==> src/rtl/trap_control_unit.sv <==
// Supervisor trap controller: trap CSRs, trap/return FSM and PC redirect.
// Optional vectored interrupts with TRAP_VECTORED_EN; csr_rdata is a combinational read.
module trap_control_unit #(
  parameter logic [31:0] RESET_STVEC = 32'h0000_0100
) (
  input  logic        clk,
  input  logic        rst,
  input  logic        id_valid,
  input  logic        int_signal,
  input  logic [7:0]  scause_in,
  input  logic        ecall,
  input  logic        mret,
  input  logic [31:0] epc_in,
  input  logic        ext_int,
  input  logic        csr_we,
  input  logic [11:0] csr_addr,
  input  logic [31:0] csr_wdata,
  output logic [31:0] csr_rdata,
  output logic        flush,
  output logic        stall,
  output logic        redirect_valid,
  output logic [31:0] redirect_pc,
  output logic        trap_active
);

  localparam logic [1:0] IDLE = 2'd0;
  localparam logic [1:0] SAVE = 2'd1;
  localparam logic [1:0] JUMP = 2'd2;
  localparam logic [1:0] RET  = 2'd3;

  localparam logic [11:0] A_SSTATUS = 12'h100;
  localparam logic [11:0] A_STVEC   = 12'h105;
  localparam logic [11:0] A_SEPC    = 12'h141;
  localparam logic [11:0] A_SCAUSE  = 12'h142;

  logic [1:0]  state;
  logic [31:0] stvec;
  logic [31:0] sepc;
  logic [31:0] target;
  logic [7:0]  scause;
  logic        sie;
  logic        spie;

  logic        req;
  logic        exc;
  logic        irq;
  logic        take_trap;
  logic        take_int;
  logic        take_ret;
  logic [7:0]  cause;
  logic [31:0] base;
  logic [31:0] vec_pc;
  logic [31:0] stvec_wr;

  assign req = (state == IDLE) & id_valid;
  assign exc = int_signal | ecall;
  assign irq = ext_int & sie;

  assign take_trap = req & (exc | irq);
  assign take_int  = req & ~exc & irq;
  assign take_ret  = req & ~exc & ~irq & mret;

  always_comb begin
    cause = scause_in;
    if (take_int)
      cause = 8'h89;
    else if (ecall)
      cause = 8'h08;
  end

  assign base = {stvec[31:2], 2'b00};

`ifdef TRAP_VECTORED_EN
  assign vec_pc = (take_int & stvec[0])
                ? base + {23'b0, cause[6:0], 2'b00}
                : base;
  assign stvec_wr = {csr_wdata[31:2], 1'b0, csr_wdata[0]};
`else
  assign vec_pc   = base;
  assign stvec_wr = {csr_wdata[31:2], 2'b00};
`endif

  // Target is latched at entry so a same-edge stvec write
  // only affects later traps.
  always_ff @(posedge clk or posedge rst) begin
    if (rst) begin
      state  <= IDLE;
      stvec  <= RESET_STVEC;
      sepc   <= 32'h0;
      scause <= 8'h0;
      sie    <= 1'b0;
      spie   <= 1'b0;
      target <= 32'h0;
    end else begin
      case (state)
        IDLE: begin
          if (take_trap)
            state <= SAVE;
          else if (take_ret)
            state <= RET;
        end
        SAVE:    state <= JUMP;
        default: state <= IDLE;
      endcase

      if (take_trap) begin
        sepc   <= epc_in;
        scause <= cause;
        spie   <= sie;
        sie    <= 1'b0;
        target <= vec_pc;
      end else if (take_ret) begin
        sie  <= spie;
        spie <= 1'b1;
      end else if (csr_we) begin
        if (csr_addr == A_SSTATUS) begin
          sie  <= csr_wdata[1];
          spie <= csr_wdata[5];
        end
        if (csr_addr == A_SEPC)
          sepc <= csr_wdata;
        if (csr_addr == A_SCAUSE)
          scause <= {csr_wdata[31], csr_wdata[6:0]};
      end

      if (csr_we && csr_addr == A_STVEC)
        stvec <= stvec_wr;
    end
  end

  always_comb begin
    case (csr_addr)
      A_SSTATUS: csr_rdata = {26'b0, spie, 3'b0, sie, 1'b0};
      A_STVEC:   csr_rdata = stvec;
      A_SEPC:    csr_rdata = sepc;
      A_SCAUSE:  csr_rdata = {scause[7], 24'b0, scause[6:0]};
      default:   csr_rdata = 32'h0;
    endcase
  end

  always_comb begin
    flush          = 1'b0;
    stall          = 1'b0;
    redirect_valid = 1'b0;
    redirect_pc    = 32'h0;
    case (state)
      SAVE: begin
        flush = 1'b1;
        stall = 1'b1;
      end
      JUMP: begin
        flush          = 1'b1;
        redirect_valid = 1'b1;
        redirect_pc    = target;
      end
      RET: begin
        flush          = 1'b1;
        redirect_valid = 1'b1;
        redirect_pc    = {sepc[31:2], 2'b00};
      end
      default: ;
    endcase
  end

  assign trap_active = (state != IDLE);

endmodule

==> config.mk <==
export PLATFORM = sky130hd
export DESIGN_NAME = trap_control_unit
export DESIGN_NICKNAME = d
export VERILOG_FILES = /design/src/rtl/trap_control_unit.sv
export SDC_FILE = /design/constraint.sdc
export NUM_CORES = 1
export LEC_CHECK = 0
export BUFFER_PORTS_ARGS = -buffer_cell sky130_fd_sc_hd__buf_2
export CORE_MARGIN = 2
export CORE_UTILIZATION = 47
export CTS_CLUSTER_DIAMETER = 80
export DETAILED_ROUTE_END_ITERATION = 6
export MAX_ROUTING_LAYER = met4
export PLACE_DENSITY = 0.77
export SETUP_SLACK_MARGIN = 0.05
export SYNTH_ARGS = -nofsm -noshare
export SYNTH_HDL_FRONTEND = slang
export SYNTH_SLANG_ARGS = --single-unit
==> constraint.sdc <==
create_clock -name clk -period 3.65 [get_ports clk]
set_input_delay 0.73 -clock clk [delete_from_list [all_inputs] [get_ports clk]]
set_output_delay 0.73 -clock clk [all_outputs]
set_load 0.02 [all_outputs]
==> results of run 1 <==
## Yosys cell counts, drive strengths merged, types with 9 or more instances
library cell    n  area, sq um
a22o           30        262.8
a31oi          35        219.0
buf            16        81.32
clkbuf         28        105.1
dfrtp         103         2577
inv             9        33.78
mux2           68        765.7
mux2i          30        300.3
nand3          34        170.2
nor2           37        138.9
nor2b          31        193.9
o21ai          38        201.5
## layer usage
metal	part of all wire (%)	global-route usage, %	wire length [microns]
met1	43	31.61	6205
met2	48	39.11	6955
met3	6.7	3.321	971
met4	2.5	9.712	363
met5	0	-	0
## power by group
group | internal, mW | leakage (nW) | total [mW] | switching (mW)
Sequential | 1.33 | 1.32 | 1.49 | 0.158
Combinational | 0.306 | 1.79 | 0.685 | 0.380
Clock | 0.547 | 0.154 | 1.00 | 0.455
## metrics by stage
| step | utilization [%] | instances | setup WS, ns | hold slack [ns] | total power [mW] |
|---|---|---|---|---|---|
| after floorplan | - | 506 | 0.1895 | 0.4787 | 1.944 |
| after global placement | 56.30 | 773 | 0.3065 | 0.4867 | 2.164 |
| after detailed placement | 56.30 | 773 | 0.2336 | 0.4930 | 2.195 |
| after CTS | 59.03 | 789 | 0.2477 | 0.5095 | 3.199 |
| after global routing | 59.03 | 789 | 0.1598 | 0.5163 | 3.340 |
| final | 59.03 | 789 | 0.2227 | 0.5080 | 3.179 |
## final timing paths
kind                                    endpoint  slack (ns)
setup reg to reg           scause[7]$_DFFE_PP0P_        1.15
max in group asynchronous   stvec[8]$_DFFE_PP1P_        2.33
min in group asynchronous  stvec[23]$_DFFE_PP0P_        0.57
hold / removal             target[2]$_DFFE_PP0P_        0.51
setup / recovery                   csr_rdata[31]        0.22
hold reg to reg            target[2]$_DFFE_PP0P_        0.51
## state kept, by name (all words and copies together), names as in the netlist
name / count
scause: 8
sepc: 32
sie: 1
spie: 1
state: 2
stvec: 30
target: 30
## cell families (layout without fill, tap and decap cells)
group           after synthesis  after routing  share of synthesized area (%)
compound gates              119            119                          15.01
buf+inv                      53            193                          4.058
flops                       104            104                          47.98
mux                          98             98                          19.64
other cells                   1              2                        0.06911
simple gates                130            130                          13.24
## area by class of cell
class / instances / area [sq um]
clock buffer: 9 / 225.2
clock inverter: 7 / 83.83
fill: 964 / 4638
inverter: 9 / 36.28
multi-input combinational: 349 / 2648
sequential: 104 / 2605
tap: 143 / 178.9
timing repair buffer: 168 / 905.9
## layout by cell type, fill, tap and decap left out, drive strengths merged, types with 2 or more instances in the layout
cell type | Yosys | routed
nor2b | 31 | 31
nand2 | 5 | 5
or4 | 3 | 3
conb | 1 | 2
a21oi | 2 | 2
a222oi | 5 | 5
clkbuf | 28 | 9
mux2 | 68 | 68
nand2b | 4 | 4
or4b | 2 | 2
a22oi | 3 | 3
mux2i | 30 | 30
dfrtp | 103 | 103
or2 | 3 | 3
nand3 | 34 | 34
a22o | 30 | 30
nor4 | 5 | 5
o21ai | 38 | 38
buf | 16 | 168
nor2 | 37 | 37
clkinv | 0 | 2
inv | 9 | 13
a31oi | 35 | 35
## worst reg2reg max path, delay by kind of cell (launching register included)
kind	cells	cell delay, ns
flops	1	0.80
buf+inv	2	0.73
mux	2	0.69
simple gates	2	0.17
==> reports/results.txt, run 1 <==
The HPWL after detailed placement was 9.564 mm; the final antenna diode count was 0. The relative slew slack was 23.86%; the maximum number of pins on one net before global-route repair was 70. The number of hold buffers added after CTS was 0. The mean routed wirelength per cell was 18.37 microns; the power density normalized to cell area was 475.7 nW/um^2.

The signal on the critical path passes through buf_2 -> or4b_1 -> nor4_4 -> buf_12 -> a222oi_1 -> inv_1 -> buf_2. The cell row count came out at 39. In this run, the number of DRC markers left after iteration 0 of detailed routing was 390. The path class of the tightest hold or removal check is reg -> reg.

Measured along the y axis, the die boundary spans 111.5 microns. The number of cells on the worst reg-to-reg path came out at 6. The type of element launching the critical path was a primary input.

The path type of the worst setup path is in -> out. The maximum clock insertion buffer count is 2. The run gives 0 as the leftover overflow at the end of global routing. The post-synthesis cell count was 505; the count of cells resized by post-cts repair was 0. Compared with the post-synthesis result, the final layout area differs by 23.15%.

Critical path startpoint: csr_addr[9]. For the total DRC errors in the routed layout, the log shows 0. The iteration count of the initial detailed-routing pass came out at 5. The number of antenna violations at the first check in global routing came out at 0.

The final critical path time including I/O delays and setup is 3.427 ns. Cell family contributing the most delay on the critical path: simple AND/OR/NAND/NOR gates. On the worst path, the slowest cell contributes a delay of 0.71 ns. Average instance area after synthesis: 10.75 sq um. STA puts the critical path data required time at 2.92 ns. The maximum clock skew at final layout is 0.006911 ns. In this run the remaining antenna-violating nets after routing total 0. The instance count along the most critical hold path works out to 1.

The tools report the via count of the first global-routing pass as 4822. Top flip-flop cell by instance count after synthesis: sky130_fd_sc_hd__dfrtp_1. The wire length reported by the detailed router is 14.50 mm, and the endpoint arrival time on the critical path is 2.70 ns.

Using the TritonRoute via totals, the vias-per-cell ratio works out to 5.904. Counting buffers and inverters, the worst setup path is 7 cells deep. The tree built by TritonCTS fans out to 104 sinks.

The die covers 12420 sq um. The share of synthesized flip-flops with an asynchronous set or reset works out to 100.0%. Synthesis inferred 104 register bits. The die width is 111.5 microns, and the cell area after layout is 6683 sq um. The number of failing setup endpoints in the final timing report was 0.

The worst setup path is captured at a primary output. Summing over every cut layer, the via total after detailed routing is 4658. The fraction of final layout cells with drive strength greater than 1 was 41.64%; the wire length of the first global-routing pass was 23.83 mm.

The final hold violation count came out at 0. The I/O pin count is 160. Setup repair after global routing left no endpoint under its margin. In this run, synthesis inferred 0 flip-flops with an integrated enable. Summing all placed instances gives a cell area of 6374 sq um. CTS placed an instance of sky130_fd_sc_hd__clkbuf_16 at the clock tree root. The number of warnings issued by yosys is 0, and the number of levels in the clock H-tree is 3.

The congestion estimate from routability-driven global placement came to 0.8770. The region available for standard cell placement spans 11320 sq um. During placement, the flow inserted port buffers numbering 157. The period utilization is 93.90%, and the post-CTS setup buffer count is 0. The cell that appears most often on the critical path is sky130_fd_sc_hd__buf_2. The run gives 0.35 ns as the clock insertion delay at the later pin of the skew report. TritonCTS built the clock tree. Distinct cell type count after synthesis: 43.

Max capacitance violation total: 0. In this run the most critical hold path is launched from target[2]$_DFFE_PP0P_. After clock tree synthesis, the clock-pin slew on the worst setup and hold paths is 0.08 ns. The run finished with clean final reports.

The area of the mapped netlist came out at 5426 sq um. The tools report the starting utilization of the core area as 47.93%. Part of the Yosys area used for sequential elements: 47.98%.

The count of pins over their slew limit was 0. The slowest stage of the critical path is the sky130_fd_sc_hd__or4b_1 cell. For the pin with the worst max-slew slack, the measured transition is 1.139 ns. The number of nets in the layout was 733; the worst path buffer plus inverter count was 4. The post-route setup TNS was 0 ns. Of all nets on the critical path, the largest fanout is 63.

The number of clock buffers inserted by TritonCTS was 9; the global routing usage summed across all routing layers was 24.38%. The maximum achievable frequency came out at 291.8 MHz. For the maximum VDD drop, the log shows 0.2764 mV. Beginning of the worst register-to-register path: state[1]$_DFFE_PP0P_. The run gives 3.264 nW as the leakage power figure.
Note: power is estimated with default switching activity, not from simulation.
==> run 2: changes to the inputs <==
--- a/config.mk
+++ b/config.mk
@@ -5,7 +5,7 @@
 export SDC_FILE = /design/constraint.sdc
 export NUM_CORES = 1
 export LEC_CHECK = 0
-export BUFFER_PORTS_ARGS = -buffer_cell sky130_fd_sc_hd__buf_2
+export BUFFER_PORTS_ARGS = -buffer_cell sky130_fd_sc_hd__buf_4
 export CORE_MARGIN = 2
 export CORE_UTILIZATION = 47
 export CTS_CLUSTER_DIAMETER = 80
==> run 2 against run 1 <==
Global-route usage increased by 0.35 points; worst hold slack got worse by 0.061 ns; worst setup slack improved by 0.044 ns; clock-buffer cell count increased by 2; routed wire length increased by 3.0%; fmax increased by 1.3%; design area increased by 5.9%; flip-flop and latch count unchanged; sequential power about the same; total power increased by 1.3%; utilization increased by 3.5 points; via count decreased by 0.60%; highest routed layer unchanged.
==> reports/results.txt, run 2 (synthesis gave the netlist of run 1 again) <==
The mean routed wirelength per cell works out to 18.87 microns (+2.7%). The clock transition at the registers of the reported paths is 0.07 ns (about the same). The switching power as a share of total power was 30.28% (-0.96 points). Leaving out fill and tap cells, the most frequent cell in the layout is sky130_fd_sc_hd__buf_4. The tools report the cell row count as 39 (unchanged). The maximum fanout encountered on the critical timing path was 63 (unchanged); the HPWL after detailed placement was 9.932 mm (+3.9%). The run gives 2 (unchanged) as the maximum clock insertion buffer count. The total via count after detailed routing is 4630 (-0.60%). The logs give 12420 sq um (unchanged) for the floorplan die area and 0 (unchanged) for the leftover overflow at the end of global routing.

The path class of the tightest hold or removal check is in -> async. The layout overhead on the synthesized area is 30.37%. Count of pins over their slew limit: 0 (unchanged). The tools report the starting utilization of the core area as 47.93% (unchanged). The logs give 30.5% (-1.0 points) for the power share of the clock group and 1.000 mm (+3.0%) for the met3 wirelength from detailed routing. Setup repair after global routing left no endpoint under its margin. The worst register-to-register path begins at state[1]$_DFFE_PP0P_.

The starting DRC count in detailed routing is 393 (+0.77%), and the global routing usage summed across all routing layers is 24.74% (+0.35 points). The maximum number of pins on one net before global-route repair was 64 (-8.6%). The power density normalized to cell area is 455.1 nW/um^2 (-4.3%). The cell area after placement came out at 6769 sq um (+6.2%). The iteration count of the initial detailed-routing pass was 6 (+1); the I/O pin count was 160 (unchanged).

Capture point of the worst path: csr_rdata[2]. The signal on the critical path passes through buf_4 -> or4b_1 -> nor4_4 -> buf_12 -> a222oi_1 -> inv_1 -> buf_4. Internal cell power: 2.245 mW (+2.7%). The maximum clock skew at final layout is 0.006893 ns (-0.00001879 ns). The die extent in y is 111.5 microns (unchanged). The register-to-register setup slack was 1.19 ns (+0.04 ns). The post-layout utilization of the core came out at 62.49% (+3.5 points). For the number of failing setup endpoints in the final timing report, the log shows 0 (unchanged). Ranked by flip-flop count, first place goes to sepc.

The final hold violation count is 0 (unchanged). The tools report the type of destination of the critical path as a primary output. TritonCTS built the clock tree. The die width was 111.5 microns (unchanged).

Cell with the biggest individual delay on the critical path: sky130_fd_sc_hd__or4b_1. For the number of fillers in the final layout, the log shows 925 (-4.0%). The logs give 974.7 uW (-1.8%) for the switching power and 26.19% (+2.3 points) for the relative slew slack.

The number of flip-flops in the largest register works out to 32 (unchanged). The run gives 775 (+0.26%) as the number of cells in the design after placement. The floorplan core area is 11320 sq um (unchanged), and the placer congestion estimate is 0.8789 (+0.22%). The number of clock buffers inserted by TritonCTS is 9 (unchanged), and the combinational power share is 23.2% (+1.6 points). The tools report the routed metal-1 wirelength as 6.285 mm (+1.3%). The run gives 0 (unchanged) as the count of cells resized by post-cts repair.

The sink count of the clock tree was 104 (unchanged). Tracing the worst setup path back leads to its startpoint at csr_addr[9]. The via count of the first global-routing pass came out at 4691 (-2.7%). The run gives 46.2% (-0.7 points) as the fraction of power consumed by sequential logic. The cell sitting at the root of the clock tree is a sky130_fd_sc_hd__clkbuf_16. The delay of the slowest cell on the worst path was 0.71 ns (about the same). The run gives 2.65 ns (-0.05 ns) as the endpoint arrival time on the critical path.

The logs give 0 (unchanged) for the number of antenna violations at the first check in global routing and 0 (unchanged) for the count of hold buffers inserted by post-cts repair. The amount of wire on met2 after detailed routing is 7.360 mm (+5.8%), and the maximum VDD drop is 0.2257 mV (-18%). The remaining antenna violation count came out at 0 (unchanged). The number of buffer cells added on primary ports works out to 157 (unchanged). The type of element launching the critical path was a primary input. The logs give 3 (unchanged) for the number of levels in the clock H-tree and 3.333 nW (+2.1%) for the leakage power figure.

The cell with the most instances on the worst path is sky130_fd_sc_hd__buf_4. The largest registers in the layout are sepc: 32 flops, stvec: 30 flops, target: 30 flops. In the layout the commonest cells are sky130_fd_sc_hd__buf_4, sky130_fd_sc_hd__dfrtp_1, sky130_fd_sc_hd__mux2_2. The run gives 791 (+0.25%) as the final standard cell count with taps included and fillers excluded. The tools report the wire length reported by the detailed router as 14.93 mm (+3.0%). The ratio of routed vias to standard cells is 5.853 (-0.85%), and the final critical path time including I/O delays and setup is 3.384 ns (-0.04368 ns).

The fraction of final layout cells with drive strength greater than 1 came out at 41.67% (about the same). The run finished with clean final reports. For the post-CTS setup buffer count, the log shows 0 (unchanged). In this run the critical register-to-register path is captured at scause[7]$_DFFE_PP0P_. The period utilization was 92.70% (-1.2 points). The number of nets in the layout came out at 735 (+0.27%).

The measured slew at the worst slew-check pin was 1.104 ns (-0.03482 ns). The total power consumption of the routed design is 3.219 mW (+1.3%), and the total DRC errors in the routed layout is 0 (unchanged). The final antenna diode count is 0 (unchanged), and the post-route setup TNS is 0 ns (unchanged). The number of cells on the worst reg-to-reg path is 7 (+1). The clock insertion delay at the later pin of the skew report was 0.34 ns (about the same); the wire length of the first global-routing pass was 24.02 mm (+0.78%). The maximum achievable frequency is 295.5 MHz (+1.3%). The highest signal layer in the routed design was met4. The path type of the worst setup path was in -> out. The cell area after layout is 7074 sq um (+5.9%). The logs give 2.92 ns (about the same) for the data required time at the worst endpoint and 0 (unchanged) for the max capacitance violation total.
-- run 2: changes by cell type in the layout (fill, tap and decap cells not counted), sizes merged --
cell	delta
clkbuf	+2
buf	+2
clkinv	-2
inv	-2
clkinvlp	+2
-- run 2: worst min-delay path by stage --
stage,start,slack (ns),depth (start not counted),end
global placement,target[9]$_DFFE_PP0P_,0.49,1,target[9]$_DFFE_PP0P_
detailed placement,target[25]$_DFFE_PP0P_,0.49,1,target[25]$_DFFE_PP0P_
global route,rst,0.48,2,target[15]$_DFFE_PP0P_
CTS,rst,0.45,2,sepc[14]$_DFFE_PP0P_
finish,rst,0.45,2,sepc[14]$_DFFE_PP0P_
floorplan,target[10]$_DFFE_PP0P_,0.48,1,target[10]$_DFFE_PP0P_
-- run 2: through the flow --
step,hold slack [ns],worst slack (ns)
CTS,0.4545,0.2749
global placement,0.4863,0.3078
global route,0.4828,0.1776
floorplan,0.4787,0.1895
finish,0.4474,0.2664
detailed placement,0.4948,0.2829
-- run 2: cell type report --
type | instances | area (sq um) | share of cell area, %
flip-flops and latches | 104 | 2605 | 36.82
multi-input cells | 349 | 2648 | 37.42
clock inverters | 5 | 62.56 | 0.8843
repair buffers | 170 | 1301 | 18.39
inverters | 9 | 36.28 | 0.5129
clock buffers | 11 | 242.7 | 3.431
well taps | 143 | 178.9 | 2.529
-- run 2: layer usage --
| metal | global-route usage, % | vias up |
|---|---|---|
| met3 | 3.811 | 24 |
| met4 | 7.819 | 0 |
| li1 | - | 2120 |
| met2 | 40.28 | 212 |
| met5 | - | - |
| met1 | 32.09 | 2274 |
-- run 2: worst max-delay path, delay by kind of cell --
| family | cells | cell delay [ns] |
|---|---|---|
| simple gates | 2 | 1.09 |
| buf+inv | 4 | 0.64 |
| compound gates | 1 | 0.16 |
-- run 2: power groups by stage --
stage	combinational [mW]	clock, mW	sequential, mW
2_1_floorplan	0.500	0	1.44
3_3_place_gp	0.724	0	1.49
4_1_cts	0.751	0.995	1.48
5_1_grt	0.813	1.05	1.51
3_5_place_dp	0.746	0	1.50
6_report	0.747	0.983	1.49
